==> src/rtl/rope_scorer.sv <==
// rope_scorer: tug-of-war rope position, round flash, scoring and match-winner logic
module rope_scorer #(
  parameter int FLASH_TICKS   = 8,
  parameter int WINS_TO_MATCH = 2
) (
  input  logic       clk,
  input  logic       rst,
  input  logic       pl,
  input  logic       pr,
  input  logic       slowen,
  output logic [6:0] leds,
  output logic [1:0] score_l,
  output logic [1:0] score_r,
  output logic       win_l,
  output logic       win_r,
  output logic       round_done,
  output logic       tie
);
  localparam logic [1:0] PLAY   = 2'd0;
  localparam logic [1:0] RWIN_L = 2'd1;
  localparam logic [1:0] RWIN_R = 2'd2;
  localparam logic [1:0] MATCH  = 2'd3;
  localparam logic [6:0] PAT_L  = 7'b1110000;
  localparam logic [6:0] PAT_R  = 7'b0000111;
  localparam logic [1:0] WINS   = 2'(WINS_TO_MATCH);
  localparam logic [3:0] LAST   = 4'(FLASH_TICKS - 1);
  logic [1:0] state, state_n, sl_n, sr_n;
  logic [2:0] pos, pos_n;
  logic [3:0] ticks, ticks_n;
  logic       lit, lit_n, rd_n, tie_n, win_l_n, win_r_n;
  logic [6:0] leds_n;
  // next-state: rope movement in PLAY, flash timing in RWIN_x, MATCH is terminal
  always_comb begin
    state_n = state;
    pos_n   = pos;
    sl_n    = score_l;
    sr_n    = score_r;
    ticks_n = ticks;
    lit_n   = lit;
    rd_n    = 1'b0;
    tie_n   = 1'b0;
    case (state)
      PLAY:
        if (pl && pr) tie_n = 1'b1;
        else if (pl) begin
          if (pos == 3'd6) begin
            state_n = RWIN_L;
            sl_n    = score_l < WINS ? score_l + 2'd1 : score_l;
            rd_n    = 1'b1;
            lit_n   = 1'b1;
            ticks_n = 4'd0;
          end else pos_n = pos + 3'd1;
        end else if (pr) begin
          if (pos == 3'd0) begin
            state_n = RWIN_R;
            sr_n    = score_r < WINS ? score_r + 2'd1 : score_r;
            rd_n    = 1'b1;
            lit_n   = 1'b1;
            ticks_n = 4'd0;
          end else pos_n = pos - 3'd1;
        end
      RWIN_L, RWIN_R:
        if (slowen) begin
          if (ticks == LAST) begin
            ticks_n = 4'd0;
            if ((state == RWIN_L ? score_l : score_r) == WINS) state_n = MATCH;
            else begin
              state_n = PLAY;
              pos_n   = 3'd3;
            end
          end else begin
            ticks_n = ticks + 4'd1;
            lit_n   = !lit;
          end
        end
      default: ;
    endcase
  end
  // winner flags latch on entry to MATCH; leds are derived from the next state so they stay registered
  always_comb begin
    win_l_n = win_l | (state == RWIN_L && state_n == MATCH);
    win_r_n = win_r | (state == RWIN_R && state_n == MATCH);
    leds_n  = state_n == PLAY   ? 7'd1 << pos_n :
              state_n == RWIN_L ? (lit_n ? PAT_L : 7'd0) :
              state_n == RWIN_R ? (lit_n ? PAT_R : 7'd0) :
              win_l_n ? PAT_L : PAT_R;
  end
  // all state and outputs registered with synchronous reset taking priority
  always_ff @(posedge clk) begin
    if (rst) begin
      state      <= PLAY;
      pos        <= 3'd3;
      ticks      <= 4'd0;
      lit        <= 1'b0;
      leds       <= 7'b0001000;
      score_l    <= 2'd0;
      score_r    <= 2'd0;
      win_l      <= 1'b0;
      win_r      <= 1'b0;
      round_done <= 1'b0;
      tie        <= 1'b0;
    end else begin
      state      <= state_n;
      pos        <= pos_n;
      ticks      <= ticks_n;
      lit        <= lit_n;
      leds       <= leds_n;
      score_l    <= sl_n;
      score_r    <= sr_n;
      win_l      <= win_l_n;
      win_r      <= win_r_n;
      round_done <= rd_n;
      tie        <= tie_n;
    end
  end
endmodule

==> config.mk <==
export PLATFORM = sky130hd
export DESIGN_NAME = rope_scorer
export DESIGN_NICKNAME = d
export VERILOG_FILES = /design/src/rtl/rope_scorer.sv
export SDC_FILE = /design/constraint.sdc
export NUM_CORES = 1
export LEC_CHECK = 0
export CAP_MARGIN = 10
export CORE_ASPECT_RATIO = 1.75
export CORE_MARGIN = 2
export CORE_UTILIZATION = 58
export CTS_CLUSTER_DIAMETER = 120
export DETAILED_ROUTE_END_ITERATION = 10
export GPL_ROUTABILITY_DRIVEN = 0
export PLACE_DENSITY = 0.86
export SKIP_CTS_REPAIR_TIMING = 1
export SLEW_MARGIN = 40
export SYNTH_ARGS = -nofsm -noshare
export SYNTH_HDL_FRONTEND = slang
export SYNTH_SLANG_ARGS = --single-unit
==> constraint.sdc <==
create_clock -name clk -period 7 [get_ports clk]
set_clock_uncertainty 0.2 [all_clocks]
set_input_delay 2.1 -clock clk [delete_from_list [all_inputs] [get_ports clk]]
set_output_delay 2.1 -clock clk [all_outputs]
set_load 0.1 [all_outputs]
### Word-level counts from Yosys, hierarchy flattened

Index checks and enable logic that the tools add are counted.

| word-level totals | value |
|---|---|
| bits in registers | 25 |
| input bits | 5 |
| output and inout bits | 15 |
| word-level logic and storage cells | 97 |

| cells by class | value |
|---|---|
| add/sub/neg operators | 5 |
| $lt $le $gt $ge | 2 |
| equality and inequality tests | 13 |
| shift operators | 1 |
| muxes and demuxes | 46 |
| bitwise operators | 5 |
| reduce and logical (&&, ||, !) cells | 14 |

Operators by type and width:

| kind | count |
|---|---|
| 2-to-1 mux 7 bit | 5 |
| 2-to-1 mux 4 bit | 7 |
| 2-to-1 mux 3 bit | 9 |
| 2-to-1 mux 2 bit | 9 |
| 2-to-1 mux 1 bit | 12 |
| AND reduction 6 bit | 2 |
| inequality test 3 bit, second input constant | 3 |
| == test 2 bit, second input constant | 4 |
| case mux 4 bit (2 select lines) | 1 |
| << shifter 1 x 3 -> 7 bit, first input constant | 1 |
| case mux 3 bit (2 select lines) | 1 |
| AND reduction 5 bit | 1 |
| adder 2 x 1 -> 2 bit, second input constant | 2 |
| adder 4 x 1 -> 4 bit, second input constant | 1 |
| == test 2 x 1 -> 1 bit, second input constant | 2 |
| == test 4 x 3 -> 1 bit, second input constant | 1 |
| zero test 2 bit | 2 |
| less-than comparator 2 bit, second input constant | 2 |
| inequality test 2 bit, second input constant | 2 |
| case mux 2 bit (2 select lines) | 1 |
| OR reduction 2 bit | 2 |
| adder 3 x 1 -> 3 bit, second input constant | 1 |
| == test 3 bit, second input constant | 1 |
| logical AND 1 bit | 3 |
| 8 further kinds | 11 |

### Longest topological paths before layout

| logic depth | value |
|---|---|
| word-level depth | 14 |
| gate-level depth with buffers | 9 |
| mapped depth without buffers | 8 |

### Worst setup path after synthesis

OpenSTA, ideal clock, no wires.

| timing | value |
|---|---|
| path type | input to register |
| start | input slowen |
| end | register leds[1] |
| library setup time | 0.130 ns |
| arrival time | 3.363 ns |
| data required time | 6.670 ns |
| path slack | 3.306 ns |
| stages | 6 |
| path buffers | 0 |
| cells stage by stage | nor2b_2 > a41oi_2 > a221oi_2 > mux2_2 > nand2_1 > o31ai_1 |

| between the ends | value |
|---|---|
| longest elaborated chain between the ends | 9 |
| elaborated cells between the ends (all ways) | 18 |
| classes of those cells | 3 x eq/ne; 1 x shift; 11 x mux; 1 x bitwise; 2 x reduce/logical |

Ends and longest elaborated chain:

| element | RTL line | RTL |
|---|---|---|
| start, declared | 10 | `input logic slowen,` |
| 2-to-1 mux 2 bit | 63 | `if (slowen) begin` |
| case mux 2 bit (2 select lines) | 42 | `case (state)` |
| == test 2 bit | 81 | `win_l_n = win_l \| (state == RWIN_L && state_n == MATCH);` |
| logical AND 1 bit | 81 |  |
| bitwise OR 1 bit | 81 |  |
| 2-to-1 mux 7 bit | 86 | `win_l_n ? PAT_L : PAT_R;` |
| 2-to-1 mux 7 bit | 85 | `state_n == RWIN_R ? (lit_n ? PAT_R : 7'd0) :` |
| 2-to-1 mux 7 bit | 84 | `state_n == RWIN_L ? (lit_n ? PAT_L : 7'd0) :` |
| 2-to-1 mux 7 bit (*) | 83 | `leds_n = state_n == PLAY ? 7'd1 << pos_n :` |
| end signal, assigned | 107 | `leds <= leds_n;` |
| end, declared | 11 | `output logic [6:0] leds,` |

Mark *: on every way between the ends. The rest lies on a longest branch, timed or not.
A chain may end at the register's enable or synchronous reset.

### Worst setup path after layout

| timing | value |
|---|---|
| start | input slowen |
| end | register leds[0] |

Same word-level chain as after synthesis.

==> run_results.csv <==
group,metric,value,unit
status,outcome,"finished clean",
place,placed_cell_area,1589,sq um
cts,cts_buffer_depth,2,
routing,wl,3.427,mm
synthesis,ys_ff_latch,25,
global_routing,antenna_found_initial,0,
hold_path,whs_path_depth,2,
cts,cts.htree.levels,1,
place,dp.final_hpwl,2.659,mm
final_layout,antenna_cells,0,
critical_path,cp.arrival,4.22,ns
cts,clkTransAtPathRegs,0.08,ns
timing,timing.hold.ws,0.2765,ns
cts,clk_latency,0.27,ns
synthesis,yosysTopAreaCell,"dfxtp_1",
timing,final-max-slew-violation-count,0,
die,start_util,59.91,%
timing,rsz0062_at_grt,"false",
routing,vias,1270,
routing,first_iter_violations,19,
timing,fin_crit_sh,61.07,%
synthesis,netlist_area,1475,sq um
critical_path,crit_path_start_kind,"primary input",
pwr,p_leak,0.7098,nW
timing,max_freq,233.9,MHz
synthesis,synth_top_area_share,33.93,%
timing,worst_slew_pin_slew,0.5346,ns
pwr,pwr_density_cell,247.1,nW/um^2
routing,viasPerCell,6.287,
critical_path,timing.rr.start,"state[1]",
cts,root_buffer,"clkbuf_8",
run,max_cap_violations,0,
routing,wl_per_cell,16.97,um
global_routing,gr-total-overflow,0,
pwr,irDropWorstVdd,172.5,uV
timing,maxSlewHeadroom,64.36,%
global_routing,grt_start_max_net_pins,26,
final_layout,final_common_cell,"dfxtp_1",
synthesis,yosysSeqAreaShare,33.93,%
final_layout,fill_cells,222,
routing,firstDrtPassIters,4,
hold_path,hold_class,"reg -> reg",
cts,clock_sinks,25,
die,io_pins,20,
place,place.port_buffers,19,
synthesis,ys_warn_count,0,
global_routing,grt_pass1_vias,1357,
critical_path,crit_path_end_kind,"flop",
synthesis,syn_inst,159,
cts,cts_inserted_buffers,3,
die,row_count,24,
final_layout,final_cell_mix,"25 x dfxtp_1, 21 x nor2_1, 16 x buf_2",
timing,setup_tns,0,ns
critical_path,cp.required,6.94,ns
critical_path,reg2reg_depth,8,
final_layout,drive_gt1_share,24.43,%
synthesis,syn-num-nets,173,
routing,drcViolationCount,0,
cts,cts_tree,"built",
timing,setup-violations-final,0,
synthesis,synthDistinctLibCells,55,
critical_path,criticalPathCategory,"in -> reg",
timing,min_period,4.275,ns
global_routing,grt.total_usage,25.43,%
synthesis,synth_area_leaders,"dfxtp_1 34%, ha_1 7.6%, nor2_1 5.3%",
die,die_h,70.72,um
die,die_w,42.13,um
final_layout,syn_to_final_growth,10.43,%
final_layout,final_area,1629,sq um
synthesis,synth_edf_count,0,
timing,hold_viol,0,
final_layout,nets,191,
critical_path,path_max_fanout,5,
die,dieArea,2979,sq um
synthesis,async_flop_share,0,%
critical_path,cp-startpoint,"slowen",
global_routing,grt_pass1_wl,5.899,mm
die,core,2462,sq um
routing,final_antenna_net_count,0,
synthesis,synthFlopType,"dfxtp_1",
hold_path,min_from,"win_r",
synthesis,syn_area_per_cell,9.278,sq um
-- path summary, 6_finish.rpt --
kind	slack, ns	endpoint
min	0.28	win_r
max	2.73	leds[0]
min reg2reg	0.28	win_r
max reg2reg	4.18	leds[0]
-- final cells by class --
| type | instances | area [sq um] | area share, % |
|---|---|---|---|
| Multi-Input combinational cell | 118 | 903.4 | 55.45 |
| Tap cell | 26 | 32.53 | 1.997 |
| Clock buffer | 4 | 45.04 | 2.765 |
| Inverter | 10 | 37.54 | 2.304 |
| Timing Repair Buffer | 19 | 110.1 | 6.759 |
| Sequential cell | 25 | 500.5 | 30.72 |
-- power by group --
group | switching, mW | internal, mW | leakage [nW] | total [mW]
Clock | 0.0440 | 0.0407 | 0.0228 | 0.0847
Combinational | 0.113 | 0.0433 | 0.484 | 0.157
Sequential | 0.00765 | 0.154 | 0.203 | 0.161
-- per-layer routing --
layer	up-vias	wire length [um]	GRT usage (%)	share of wire, %
li1	605	-	-	-
met5	-	0	0	0
met4	0	165	18.06	4.8
met1	614	1159	22.76	34
met3	16	157	4.592	4.6
met2	35	1944	48.61	57
-- Yosys cell counts, types with 2 or more instances --
| cell | count |
|---|---|
| a32o_1 | 2 |
| nand4b_1 | 2 |
| inv_1 | 10 |
| o41ai_2 | 2 |
| nor2b_4 | 2 |
| a21oi_1 | 8 |
| o21ai_0 | 2 |
| a31oi_1 | 2 |
| nand2_1 | 11 |
| o31ai_1 | 3 |
| ha_1 | 9 |
| dfxtp_1 | 25 |
| a22oi_1 | 2 |
| nand3b_1 | 2 |
| clkbuf_1 | 2 |
| nor3_1 | 2 |
| nand2b_1 | 6 |
| buf_2 | 3 |
| mux2i_1 | 2 |
| xnor2_1 | 2 |
| a32oi_1 | 2 |
| nor2b_1 | 2 |
| nor2_1 | 21 |
| nand3_1 | 4 |
-- flip-flops by register name, summed over array words and instances, names as in the netlist --
register and count:
lit 1, win_l 1, ticks 4, leds 7, score_r 2, round_done 1, win_r 1, score_l 2
tie 1, pos 3, state 2
-- stage by stage --
stage          power [mW]  std cells  util, %  worst slack, ns
2_1_floorplan      0.2893        159        -            3.306
3_3_place_gp       0.3222        198    67.58            2.534
3_5_place_dp       0.3210        198    64.53            2.457
4_1_cts            0.4048        202    66.36            2.730
5_1_grt            0.4243        202    66.16            2.624
6_report           0.4026        202    66.16            2.725
-- cell families (layout without fill, tap and decap cells) --
family	count (synthesis)	after routing	share of synthesized area [%]
buf+inv	16	33	4.835
fa+ha+maj	9	9	7.634
flops	25	25	33.93
xor+xnor	2	2	1.188
compound gates	36	36	22.05
mux	3	3	2.120
simple gates	68	68	28.25
-- worst max-delay path, stage by stage --
cell	delay [ns]
clkdlybuf4s50_1	0.55
nor2b_2	0.23
a41oi_2	0.21
a221oi_2	0.49
mux2_2	0.39
nand2_1	0.14
o41ai_2	0.09
No activity file was read; power rests on OpenSTA's default activity.
